**src/rtl/pp_accum_reg_pkg.sv**
```systemverilog
// Shared sizing helpers and types for the partial-product accumulator (pp_accum_reg).
// The PP_ACC_SAT_EN build option is consumed in pp_lane_acc.
package pp_pkg;

  function automatic int acc_width(input int data_width, input int guard_bits);
    return 2 * data_width + guard_bits;
  endfunction

  localparam int DEF_DATA_WIDTH = 8;
  localparam int DEF_GUARD_BITS = 4;
  localparam int DEF_ACC_WIDTH  = acc_width(DEF_DATA_WIDTH, DEF_GUARD_BITS);

  typedef logic [2*DEF_DATA_WIDTH-1:0] pp_prod_t;
  typedef logic [DEF_ACC_WIDTH-1:0]    pp_acc_t;

  // Clamp value used when saturation is enabled in the default configuration.
  localparam pp_acc_t ACC_SAT_VAL = {DEF_ACC_WIDTH{1'b1}};

endpackage

```
**src/rtl/pp_accum_reg_lane_acc.sv**
```systemverilog
// One accumulation lane: adder, overflow detect, saturate/wrap select and sticky flag.
// Define PP_ACC_SAT_EN to clamp on overflow; otherwise the lane wraps.
module pp_lane_acc
  import pp_pkg::*;
#(
  parameter int DATA_WIDTH = 8,
  parameter int GUARD_BITS = 4
) (
  input  logic                                          clk,
  input  logic                                          reset,
  input  logic                                          beat_en_i,
  input  logic                                          beat_last_i,
  input  logic [2*DATA_WIDTH-1:0]                       pp_i,
  input  logic                                          cin_i,
  output logic [acc_width(DATA_WIDTH, GUARD_BITS)-1:0]  res_o,
  output logic                                          ovf_o
);

  localparam int ACC_W = acc_width(DATA_WIDTH, GUARD_BITS);
  localparam int PP_W  = 2 * DATA_WIDTH;

  logic [ACC_W-1:0] acc_q, acc_d;
  logic             ovf_acc_q, ovf_acc_d;
  logic [ACC_W:0]   sum_s;
  logic             lane_ovf_s;
  logic [ACC_W-1:0] next_s;

  // Beat sum, overflow detect and the value the lane would hold after this beat.
  always_comb begin
    sum_s      = {1'b0, acc_q} + {{(ACC_W+1-PP_W){1'b0}}, pp_i} + {{ACC_W{1'b0}}, cin_i};
    lane_ovf_s = sum_s[ACC_W];
`ifdef PP_ACC_SAT_EN
    // Once clamped, the lane keeps reporting the clamp value until the vector ends.
    if (lane_ovf_s || ovf_acc_q) begin
      next_s = {ACC_W{1'b1}};
    end else begin
      next_s = sum_s[ACC_W-1:0];
    end
`else
    next_s = sum_s[ACC_W-1:0];
`endif
    res_o = next_s;
    ovf_o = ovf_acc_q | lane_ovf_s;
  end

  // Next-state for the running sum and sticky overflow flag.
  always_comb begin
    acc_d     = acc_q;
    ovf_acc_d = ovf_acc_q;
    if (beat_en_i) begin
      if (beat_last_i) begin
        acc_d     = {ACC_W{1'b0}};
        ovf_acc_d = 1'b0;
      end else begin
        acc_d     = next_s;
        ovf_acc_d = ovf_o;
      end
    end else begin
      acc_d     = acc_q;
      ovf_acc_d = ovf_acc_q;
    end
  end

  // Lane state registers.
  always_ff @(posedge clk) begin
    if (reset) begin
      acc_q     <= {ACC_W{1'b0}};
      ovf_acc_q <= 1'b0;
    end else begin
      acc_q     <= acc_d;
      ovf_acc_q <= ovf_acc_d;
    end
  end

endmodule

```
**src/rtl/pp_accum_reg.sv**
```systemverilog
// Multi-lane partial-product accumulating register with valid/ready in and out.
// Build option PP_ACC_SAT_EN selects saturating lanes (see pp_lane_acc).
module pp_accum_reg
  import pp_pkg::*;
#(
  parameter int DATA_WIDTH = 8,
  parameter int LANES      = 4,
  parameter int GUARD_BITS = 4,
  parameter int CNT_WIDTH  = 8
) (
  input  logic                                               clk,
  input  logic                                               reset,
  input  logic                                               in_valid,
  output logic                                               in_ready,
  input  logic [LANES*2*DATA_WIDTH-1:0]                      in_data,
  input  logic [LANES-1:0]                                   in_cin,
  input  logic                                               in_last,
  output logic                                               out_valid,
  input  logic                                               out_ready,
  output logic [LANES*acc_width(DATA_WIDTH, GUARD_BITS)-1:0] out_data,
  output logic [CNT_WIDTH-1:0]                               out_count,
  output logic [LANES-1:0]                                   out_ovf
);

  localparam int ACC_W = acc_width(DATA_WIDTH, GUARD_BITS);
  localparam int PP_W  = 2 * DATA_WIDTH;

  logic                   accept_s;
  logic [LANES*ACC_W-1:0] lane_res_s;
  logic [LANES-1:0]       lane_ovf_s;
  logic [CNT_WIDTH-1:0]   cnt_q, cnt_d, cnt_inc_s;
  logic                   out_valid_q, out_valid_d;
  logic [LANES*ACC_W-1:0] out_data_q, out_data_d;
  logic [CNT_WIDTH-1:0]   out_count_q, out_count_d;
  logic [LANES-1:0]       out_ovf_q, out_ovf_d;

  assign in_ready  = !out_valid_q || out_ready;
  assign accept_s  = in_valid && in_ready;
  assign out_valid = out_valid_q;
  assign out_data  = out_data_q;
  assign out_count = out_count_q;
  assign out_ovf   = out_ovf_q;

  for (genvar g = 0; g < LANES; g++) begin : g_lane
    pp_lane_acc #(
      .DATA_WIDTH (DATA_WIDTH),
      .GUARD_BITS (GUARD_BITS)
    ) u_lane (
      .clk         (clk),
      .reset       (reset),
      .beat_en_i   (accept_s),
      .beat_last_i (in_last),
      .pp_i        (in_data[g*PP_W +: PP_W]),
      .cin_i       (in_cin[g]),
      .res_o       (lane_res_s[g*ACC_W +: ACC_W]),
      .ovf_o       (lane_ovf_s[g])
    );
  end

  // Beat counter saturates rather than wrapping so long vectors report all-ones.
  assign cnt_inc_s = (&cnt_q) ? cnt_q : cnt_q + {{(CNT_WIDTH-1){1'b0}}, 1'b1};

  // Beat counter and output register next-state; a last beat reloads even during a handshake.
  always_comb begin
    cnt_d       = cnt_q;
    out_valid_d = out_valid_q;
    out_data_d  = out_data_q;
    out_count_d = out_count_q;
    out_ovf_d   = out_ovf_q;
    if (accept_s && in_last) begin
      out_valid_d = 1'b1;
      out_data_d  = lane_res_s;
      out_count_d = cnt_inc_s;
      out_ovf_d   = lane_ovf_s;
      cnt_d       = {CNT_WIDTH{1'b0}};
    end else begin
      if (out_valid_q && out_ready) begin
        out_valid_d = 1'b0;
      end else begin
        out_valid_d = out_valid_q;
      end
      if (accept_s) begin
        cnt_d = cnt_inc_s;
      end else begin
        cnt_d = cnt_q;
      end
    end
  end

  // Counter and output registers.
  always_ff @(posedge clk) begin
    if (reset) begin
      cnt_q       <= {CNT_WIDTH{1'b0}};
      out_valid_q <= 1'b0;
      out_data_q  <= {(LANES*ACC_W){1'b0}};
      out_count_q <= {CNT_WIDTH{1'b0}};
      out_ovf_q   <= {LANES{1'b0}};
    end else begin
      cnt_q       <= cnt_d;
      out_valid_q <= out_valid_d;
      out_data_q  <= out_data_d;
      out_count_q <= out_count_d;
      out_ovf_q   <= out_ovf_d;
    end
  end

endmodule

```
**config.mk**
```make
export PLATFORM = sky130hd
export DESIGN_NAME = pp_accum_reg
export DESIGN_NICKNAME = d
export VERILOG_FILES = /design/src/rtl/pp_accum_reg_pkg.sv /design/src/rtl/pp_accum_reg_lane_acc.sv /design/src/rtl/pp_accum_reg.sv
export SDC_FILE = /design/constraint.sdc
export NUM_CORES = 1
export LEC_CHECK = 0
export ABC_AREA = 1
export ABC_CLOCK_PERIOD_IN_PS = 3690
export CORE_MARGIN = 2
export CORE_UTILIZATION = 55
export CTS_CLUSTER_SIZE = 16
export DETAILED_ROUTE_END_ITERATION = 7
export HOLD_SLACK_MARGIN = 0.1
export PLACE_DENSITY = 0.92
export SETUP_SLACK_MARGIN = 0.4
export SLEW_MARGIN = 30
export SYNTH_ARGS = -nofsm -noshare
export SYNTH_HDL_FRONTEND = slang
export SYNTH_HIERARCHICAL = 1
export SYNTH_SLANG_ARGS = --single-unit
```
**constraint.sdc**
```tcl
create_clock -name clk -period 3.69 [get_ports clk]
set_input_delay 0.738 -clock clk [delete_from_list [all_inputs] [get_ports clk]]
set_output_delay 0.738 -clock clk [all_outputs]
set_load 0.02 [all_outputs]
```
==> results.yml <==
placement:
  gp_congestion: 0.902
  portBuffers: 166
  hpwlAfterDp_um: 22900
  place_ws_ps: 621
  dp.cells: 2159
timing:
  finalMaxSlewViolations: 0
  tightest_slew_ps: 759
  finalSetupViolCount: 0
  setup_slack_ps: 970
  clock_skew_ps: 12.3
  final.setup.tns_ps: 0
  rsz0062_at_grt: "false"
  fmax_mhz: 368
  finalCritPeriodShare_pct: 73.7
  min_period_ps: 2720
  max-slew-margin-rel_pct: 49.3
  hold_viol: 0
floorplanning:
  num_rows: 52
  dieArea_mm2: 0.0220
  ios: 167
  dieWidth_um: 148
  core_area_mm2: 0.0204
  fp.dieH_um: 148
  floorplan.initialDensity_pct: 56.4
synthesis:
  synth_simple_gate_area_share_pct: 40.6
  synthAdderAreaFrac_pct: 8.04
  synth.area.top_cells: "dfxtp_1 (32%), nand2_1 (24%), ha_1 (6.6%), a21oi_1 (6.1%), inv_1 (5.2%)"
  yosysTopAreaCell: "dfxtp_1"
  synth_compound_area_share_pct: 8.16
  synth_top_family_by_area: "simple AND/OR/NAND/NOR gates"
  syn-cell-area_mm2: 0.0115
  yosys-mux-area-fraction_pct: 0
  yosys_warnings: 6
  synth.avg_cell_area_um2: 6.53
  synth.distinct_cells: 35
  ys_ff_latch: 185
  syn_nets: 1900
  synth_top_area_share_pct: 32.3
  yosysSeqAreaShare_pct: 32.3
  synth-xor-area-share_pct: 2.60
  synthCells: 1758
power_and_ir_drop:
  pwr_density_cell_mw_per_mm2: 385
  irDropWorstVdd_v: 0.000342
  p_leak_nw: 6.74
cts:
  cts_resized: 0
  cts_root_buf: "clkbuf_16"
  cts_max_level: 4
  cts_made_buffers: 17
  clockBufferDepth: 2
  postCtsHoldBufs: 0
  post-cts-setup-buffers: 0
  tritoncts: "yes"
  clock_latency_ps: 430
  cts_sinks: 185
  clk_pin_slew_ps: 70
drt:
  final_antenna_net_count: 0
  drt_first_iter_violations: 610
  via_per_inst: 5.25
  wl_per_cell_um: 13.9
  drt_pre_antenna_iters: 5
  vias: 11500
  routed_wl_um: 30500
  drc: 0
setup_path:
  crit_chain: "clkdlybuf4s50_1 -> inv_2 -> nand2_1 -> clkdlybuf4s50_1"
  critical_path.most_common_cell: "clkdlybuf4s50_1"
  worstPathArrival_ps: 1980
  end_kind: "primary output"
  r2r_slack_ps: 1480
  worstPathRequired_ps: 2950
  cp_max_fo: 2
  cp_slowest_cell: "clkdlybuf4s50_1"
  max_stage_delay_ps: 620
  path_class: "input port to primary output"
  crit_path_start_kind: "input port"
hold_path:
  hp-class: "flop to flop"
global_routing:
  grt_util_all_layers_pct: 27.9
  antenna_found_initial: 1
  grt_pass1_vias: 11200
  grt_max_degree: 85
  grtUsageMet2_pct: 49.2
  met1_usage_pct: 33.9
  grt_overflow: 0
  grt_pass1_wl_um: 50600
  grt.busiest_layer: "met2"
  grt_use_met3_pct: 5.09
cells_and_area:
  areaGrowthSynthToFinish_pct: 21.2
  final_cells: 2190
  layout.nets: 2050
  fillers: 1782
  utilization_pct: 68.3
  final_common_cell: "nand2_1"
  drive_gt1_share_pct: 6.62
  final_cell_mix: "nand2_1 (731), dfxtp_1 (185), clkdlybuf4s50_1 (165), inv_1 (158), a21oi_1 (139)"
job:
  maxCapViolations: 0
status:
  status: "finished clean"
flip-flops by register name, summed over array words and instances (netlist names):
| signal | cells |
|---|---|
| out_data | 80 |
| out_ovf | 4 |
| g_lane.u_lane/acc_q | 80 |
| g_lane.u_lane/ovf_acc_q | 4 |
| cnt_q | 8 |
| out_valid | 1 |
| out_count | 8 |
cells in the mapped netlist (all sizes together):
| master | instances |
|---|---|
| or2 | 8 |
| xnor2 | 5 |
| xor2 | 24 |
| buf | 27 |
| nand3b | 14 |
| nor2 | 102 |
| fa | 8 |
| and2 | 52 |
| nor3 | 12 |
| nand4 | 4 |
| nand3 | 128 |
| dfxtp | 185 |
| o21ai | 27 |
| clkbuf | 16 |
| nand2 | 756 |
| inv | 171 |
| ha | 61 |
| nor3b | 4 |
| a21oi | 146 |
| dlygate4sd1 | 2 |
| o21bai | 6 |
where the power goes:
group	switching (mW)	internal [mW]	total, mW
logic	0.694	0.452	1.15
registers	0.0649	2.10	2.16
clock network	0.814	1.23	2.04
total	1.57	3.78	5.35
layer usage:
layer	wire length (um)	part of all wire, %
met1	13100	43
met2	14700	48
met3	1960	6.4
met4	750	2.5
met5	0	0
critical path, delay by kind of cell:
kind / cells / cell delay [ps]
and+or+nand+nor: 1 / 110
buffers and inverters: 3 / 1130
area by class of cell:
type	count	area, um2	area share (%)
Multi-Input combinational cell	1357	6830	49.1
Clock buffer	18	439	3.16
Tap cell	270	338	2.43
Clock inverter	12	213	1.53
Sequential cell	185	3700	26.6
Antenna cell	1	2.50	0.0180
Inverter	171	642	4.61
Timing Repair Buffer	176	1750	12.6
cell families (layout without fill, tap and decap cells):
logic type               Yosys count  after routing
AO/OA/AOI/OAI                    179            179
XOR/XNOR                          29             29
AND/OR/NAND/NOR                 1080           1080
adder cells (fa/ha/maj)           69             69
buffers and inverters            216            377
other                              0              1
flip-flops                       185            185
per-stage QoR:
| stage | instance area, um2 | power (mW) | hold WS [ps] |
|---|---|---|---|
| 3_5_place_dp | 13300 | 3.34 | 432 |
| 4_1_cts | 13900 | 5.38 | 449 |
| 2_1_floorplan | 11500 | 2.96 | 449 |
| 5_1_grt | 13900 | 5.60 | 467 |
| 6_report | 13900 | 5.35 | 447 |
| 3_3_place_gp | 13300 | 3.30 | 427 |
worst paths after layout:
check | depth (start not counted) | end | startpoint
hold reg to reg | 2 | out_data[50] | out_data[50]
setup reg to reg | 14 | out_ovf[0] | g_lane[0].u_lane/acc_q[0]
hold / removal | 2 | out_data[50] | out_data[50]
setup / recovery | 4 | in_ready | out_ready
Note: power is estimated with default switching activity, not from simulation.
